<file path="config.mk">
export PLATFORM = sky130hd
export DESIGN_NAME = alu_issue_queue
export DESIGN_NICKNAME = d
export VERILOG_FILES = /design/src/rtl/alu_issue_queue.sv
export SDC_FILE = /design/constraint.sdc
export NUM_CORES = 1
export LEC_CHECK = 0
export CAP_MARGIN = 0
export CORE_UTILIZATION = 30
export DETAILED_ROUTE_END_ITERATION = 10
export PLACE_DENSITY = 0.44
export SETUP_SLACK_MARGIN = 0.4
export SYNTH_ARGS = -nofsm -noshare
export SYNTH_HDL_FRONTEND = slang
export SYNTH_SLANG_ARGS = --single-unit
</file>
<file path="constraint.sdc">
create_clock -name clk -period 5.2 [get_ports clk]
set_input_delay 0.52 -clock clk [delete_from_list [all_inputs] [get_ports clk]]
set_output_delay 0.52 -clock clk [all_outputs]
set_load 0.01 [all_outputs]
</file>
<file path="src/rtl/alu_issue_queue.sv">
// Collapsing age-ordered ALU/BRU issue queue with writeback wakeup.
// Optional same-cycle wakeup bypass into select: ALU_IQ_WAKE_BYPASS_EN.
package uopc;
    typedef enum logic [4:0] {
        UOP_NOP, UOP_ADD, UOP_ADDI, UOP_SUB, UOP_AND, UOP_OR,
        UOP_XOR, UOP_SLL, UOP_SRL, UOP_SRA, UOP_SLT, UOP_SLTU,
        UOP_LUI, UOP_AUIPC, UOP_JAL, UOP_JALR, UOP_BEQ, UOP_BNE,
        UOP_BLT, UOP_BGE, UOP_BLTU, UOP_BGEU
    } micro_opcode_t;
endpackage

package immt;
    typedef enum logic [2:0] {
        IMM_I, IMM_S, IMM_B, IMM_U, IMM_J
    } imm_type_t;
endpackage

module alu_issue_queue #(
    parameter int DEPTH    = 8,
    parameter int PREG_W   = 6,
    parameter int ROB_W    = 5,
    parameter int WB_PORTS = 2
) (
    input  logic                         clk,
    input  logic                         rst,
    input  logic                         flush,
    input  logic                         enq_valid,
    output logic                         enq_ready,
    input  uopc::micro_opcode_t          enq_uopcode,
    input  logic [19:0]                  enq_packed_imm,
    input  immt::imm_type_t              enq_imm_type,
    input  logic [PREG_W-1:0]            enq_prs1,
    input  logic [PREG_W-1:0]            enq_prs2,
    input  logic                         enq_prs1_busy,
    input  logic                         enq_prs2_busy,
    input  logic [PREG_W-1:0]            enq_pdst,
    input  logic [ROB_W-1:0]             enq_rob_idx,
    input  logic [WB_PORTS-1:0]          wb_valid,
    input  logic [WB_PORTS*PREG_W-1:0]   wb_pdst,
    output logic                         iss_valid,
    input  logic                         iss_ready,
    output uopc::micro_opcode_t          iss_uopcode,
    output logic [19:0]                  iss_packed_imm,
    output immt::imm_type_t              iss_imm_type,
    output logic [PREG_W-1:0]            iss_prs1,
    output logic [PREG_W-1:0]            iss_prs2,
    output logic [PREG_W-1:0]            iss_pdst,
    output logic [ROB_W-1:0]             iss_rob_idx,
    output logic [$clog2(DEPTH+1)-1:0]   count
);
    localparam int CW = $clog2(DEPTH + 1);
    localparam int IW = $clog2(DEPTH);

    typedef struct packed {
        uopc::micro_opcode_t uopcode;
        logic [19:0]         packed_imm;
        immt::imm_type_t     imm_type;
        logic [PREG_W-1:0]   prs1;
        logic [PREG_W-1:0]   prs2;
        logic [PREG_W-1:0]   pdst;
        logic [ROB_W-1:0]    rob_idx;
        logic                busy1;
        logic                busy2;
    } entry_t;

    entry_t        q   [DEPTH];
    entry_t        nxt [DEPTH];
    logic [CW-1:0] cnt;
    logic [DEPTH-1:0] rdy;
    logic [IW-1:0] sel_idx;
    logic          any_rdy;
    logic          enq_fire;
    logic          iss_fire;
    logic [CW-1:0] wr_idx;

    // Tag 0 is hardwired ready, so it never counts as a wakeup hit.
    function automatic logic wb_hit(input logic [PREG_W-1:0] tag,
                                    input logic [WB_PORTS-1:0] v,
                                    input logic [WB_PORTS*PREG_W-1:0] p);
        logic h;
        h = 1'b0;
        for (int i = 0; i < WB_PORTS; i++)
            if (v[i] && p[i*PREG_W +: PREG_W] == tag && tag != '0)
                h = 1'b1;
        return h;
    endfunction

    always_comb begin
        rdy = '0;
        for (int j = 0; j < DEPTH; j++) begin
`ifdef ALU_IQ_WAKE_BYPASS_EN
            rdy[j] = (j < int'(cnt))
                   & !(q[j].busy1 & !wb_hit(q[j].prs1, wb_valid, wb_pdst))
                   & !(q[j].busy2 & !wb_hit(q[j].prs2, wb_valid, wb_pdst));
`else
            rdy[j] = (j < int'(cnt)) & !q[j].busy1 & !q[j].busy2;
`endif
        end
    end

    always_comb begin
        sel_idx = '0;
        any_rdy = 1'b0;
        for (int j = 0; j < DEPTH; j++) begin
            if (!any_rdy && rdy[j]) begin
                sel_idx = IW'(j);
                any_rdy = 1'b1;
            end
        end
    end

    assign enq_ready = (cnt != CW'(DEPTH));
    assign iss_valid = any_rdy & !flush;
    assign iss_fire  = iss_valid & iss_ready;
    assign enq_fire  = enq_valid & enq_ready & !flush;
    assign wr_idx    = cnt - CW'(iss_fire);
    assign count     = cnt;

    assign iss_uopcode    = iss_valid ? q[sel_idx].uopcode : uopc::UOP_NOP;
    assign iss_packed_imm = iss_valid ? q[sel_idx].packed_imm : '0;
    assign iss_imm_type   = iss_valid ? q[sel_idx].imm_type : immt::IMM_I;
    assign iss_prs1       = iss_valid ? q[sel_idx].prs1 : '0;
    assign iss_prs2       = iss_valid ? q[sel_idx].prs2 : '0;
    assign iss_pdst       = iss_valid ? q[sel_idx].pdst : '0;
    assign iss_rob_idx    = iss_valid ? q[sel_idx].rob_idx : '0;

    // Collapse first, then wake the shifted entries, then append.
    always_comb begin
        for (int j = 0; j < DEPTH; j++) begin
            nxt[j] = q[j];
            if (iss_fire && j < DEPTH - 1 && j >= int'(sel_idx))
                nxt[j] = q[j+1];
        end
        for (int j = 0; j < DEPTH; j++) begin
            if (wb_hit(nxt[j].prs1, wb_valid, wb_pdst))
                nxt[j].busy1 = 1'b0;
            if (wb_hit(nxt[j].prs2, wb_valid, wb_pdst))
                nxt[j].busy2 = 1'b0;
        end
        for (int j = 0; j < DEPTH; j++) begin
            if (enq_fire && j == int'(wr_idx)) begin
                nxt[j].uopcode    = enq_uopcode;
                nxt[j].packed_imm = enq_packed_imm;
                nxt[j].imm_type   = enq_imm_type;
                nxt[j].prs1       = enq_prs1;
                nxt[j].prs2       = enq_prs2;
                nxt[j].pdst       = enq_pdst;
                nxt[j].rob_idx    = enq_rob_idx;
                nxt[j].busy1      = enq_prs1_busy & (enq_prs1 != '0)
                                  & !wb_hit(enq_prs1, wb_valid, wb_pdst);
                nxt[j].busy2      = enq_prs2_busy & (enq_prs2 != '0)
                                  & !wb_hit(enq_prs2, wb_valid, wb_pdst);
            end
        end
    end

    always_ff @(posedge clk or negedge rst) begin
        if (!rst) begin
            cnt <= '0;
            for (int j = 0; j < DEPTH; j++)
                q[j] <= '0;
        end else if (flush) begin
            cnt <= '0;
        end else begin
            cnt <= cnt + CW'(enq_fire) - CW'(iss_fire);
            for (int j = 0; j < DEPTH; j++)
                q[j] <= nxt[j];
        end
    end
endmodule

</file>
==> metrics.csv <==
metric,value,unit
drt.antenna.violating_nets,0,
wl_per_cell,28.11,um
rows,109,
yosysWarnings,0,
finalCritPeriodShare,92.11,%
start_kind,register,
multi_input_comb_area,15180,um2
relSlewSlack,25.33,%
cp_slowest_cell,clkdlybuf4s50_1,
dp_slack,25.61,ps
drive_gt1_share,12.71,%
via_per_inst,5.784,
drv_cap,0,
vias,25990,
r2r_cells,19,
setup_viol,0,
ios,129,
synthCells,3252,
insertion_delay,640,ps
cp.required,4680,ps
setup_slack,410.2,ps
cts_tree,yes,
rsz0062_at_grt,yes,
async_reset_ff_share,100.0,%
crit_arrival,4270,ps
initial_core_util,30.32,%
hold_ws,452.6,ps
drv_slew,0,
path_clk_slew,60,ps
crit_family,buffers and inverters,
overflow,0,
ys_seq_area_share,39.97,%
gp_congestion,0.9358,
status,finished clean,
wl,126.3,mm
drt_pass1_iterations,8,
grt_pass1_vias,25380,
timing.rr.start,count[3],
die_width,300.9,um
synth-edff-count,0,
r2r-end,q[371],
antenna_found_initial,2,
r2r_slack,630,ps
synth_nets,3335,
grt_pass1_wl,180.4,mm
worst_path_largest_cell_delay,520,ps
synth_seq_cells,428,
post-route-cell-area,32370,um2
finalCriticalPeriod,4790,ps
hpwl,75.56,mm
clock-root-buffer,clkbuf_16,
syn-cell-area,26800,um2
regArea,10710,um2
dieArea,90520,um2
grt_max_degree,141,
die_y,300.9,um
fin_tns_setup,0,ps
ys_types,76,
core_area,88370,um2
numClockSinks,428,
leakagePower,0.01407,uW
fmax,0.2088,GHz
power,23410,uW
cp_common_cell,buf_4,
layout.nets,3368,
worstMarginPinSlew,1117,ps
holdCritPathClass,in -> async,
critical_path_buf_inv_count,4,
hold_violations,0,
worst-setup-path-type,reg -> out,
cp-end-kind,primary output,
grt_usage,27.12,%
clock_path_buffers,3,
worstPathMaxFanout,9,
numCtsBuffers,55,
syn2layout_area_growth,20.82,%
cts_htree_levels,2,
io_buffer_count,128,
finClkSkew,30.73,ps
power_density,723.1,nW/um2
vdd_ir_drop_max,351.0,uV
dpl_cell_area,29630,um2
fillCellCount,9016,
route.detailed.drc,0,
first_iter_violations,2872,
crit_path_cell_trace,buf_4 > ha_1 > or3b_2 > a2bb2oi_1 > nand3_2 > nand2_8 > buf_4 > a221oi_1 > a31oi_2 > nor2_1 > a2111oi_2 > buf_4 > clkdlybuf4s50_1,
avgSynthCellArea,8.240,um2
ys.flop_type,dfrtp_1,
==> state kept, by name (all words and copies together) (netlist names) <==
register,flops
q,424
count,4
==> logic make-up after synthesis <==
| logic type | Yosys count | share of synthesized area [%] |
|---|---|---|
| buffers and inverters | 349 | 5.454 |
| multiplexers | 251 | 9.689 |
| AO/OA/AOI/OAI | 775 | 18.49 |
| adder cells (fa/ha/maj) | 11 | 0.5416 |
| AND/OR/NAND/NOR | 1231 | 19.10 |
| XOR/XNOR | 207 | 6.766 |
| flip-flops | 428 | 39.97 |
==> final cells by class <==
class / instances / area share [%]
flip-flops and latches: 428 / 33.09
diodes: 1 / 0.007729
clock buffers: 79 / 4.962
clock inverters: 20 / 0.5295
multi-input cells: 2476 / 46.88
repair buffers: 291 / 9.654
well taps: 1165 / 4.502
inverters: 33 / 0.3826
==> cell usage in the layout (no fill, tap or decap), drive strengths merged, types with 25 or more instances in the layout <==
| cell | instances |
|---|---|
| dfrtp | 428 |
| xor2 | 48 |
| nor3 | 40 |
| nand3 | 60 |
| a221oi | 25 |
| nor2 | 435 |
| nor4 | 30 |
| clkdlybuf4s50 | 80 |
| nand2 | 567 |
| o22ai | 37 |
| a21oi | 249 |
| inv | 31 |
| a31oi | 224 |
| buf | 157 |
| nand4 | 26 |
| a22oi | 42 |
| clkbuf | 83 |
| mux2i | 190 |
| xnor2 | 159 |
| mux2 | 61 |
| dlygate4sd2 | 39 |
| o21ai | 67 |
==> stage by stage <==
stage | util (%) | instances
after floorplan | - | 3252
after global placement | 33.53 | 4346
after detailed placement | 33.53 | 4346
after CTS | 36.38 | 4481
after global routing | 36.63 | 4492
final | 36.63 | 4493
==> synthesized netlist by cell type (all sizes together) (48+ instances only) <==
master | instances | area [um2]
nor2 | 435 | 1633
dfrtp | 428 | 10710
mux2 | 61 | 686.9
xnor2 | 159 | 1393
clkbuf | 233 | 897.1
nand2 | 567 | 2128
xor2 | 48 | 420.4
buf | 83 | 440.4
nand3 | 59 | 295.3
o21ai | 67 | 335.3
a31oi | 224 | 1408
mux2i | 190 | 1909
a21oi | 249 | 1246
==> power breakdown <==
part	internal [uW]	leakage [uW]	switching (uW)
clock	2190	0.000888	1610
combinational	5400	0.00764	7870
sequential	4770	0.00554	1560
==> routing by layer <==
metal	vias to the layer above	track usage [%]	routed length, um
met1	12910	35.70	52950
met3	307	3.853	8736
li1	11510	-	-
met4	2	11.69	6101
met2	1262	44.23	58510
met5	-	0	18
==> timing repair <==
item                       4_1_cts  5_1_grt
gates resized for setup        119       39
hold endpoints to repair        64        0
pin swaps                       16       14
gates cloned                     9        3
setup buffers                   26        8
setup endpoints to repair       52       81
hold buffers                     1        0
==> worst max-delay path by stage <==
stage	startpoint	endpoint	slack (ps)	cells past startpoint
6_report	count[2]	iss_prs2[5]	410	13
3_3_place_gp	count[2]	iss_prs2[5]	-50	16
5_1_grt	count[2]	iss_prs2[5]	210	13
2_1_floorplan	count[2]	q[371]	1030	19
3_5_place_dp	count[2]	iss_prs2[5]	30	15
4_1_cts	count[3]	iss_prs2[5]	230	14
(Power assumes the default switching activity.)
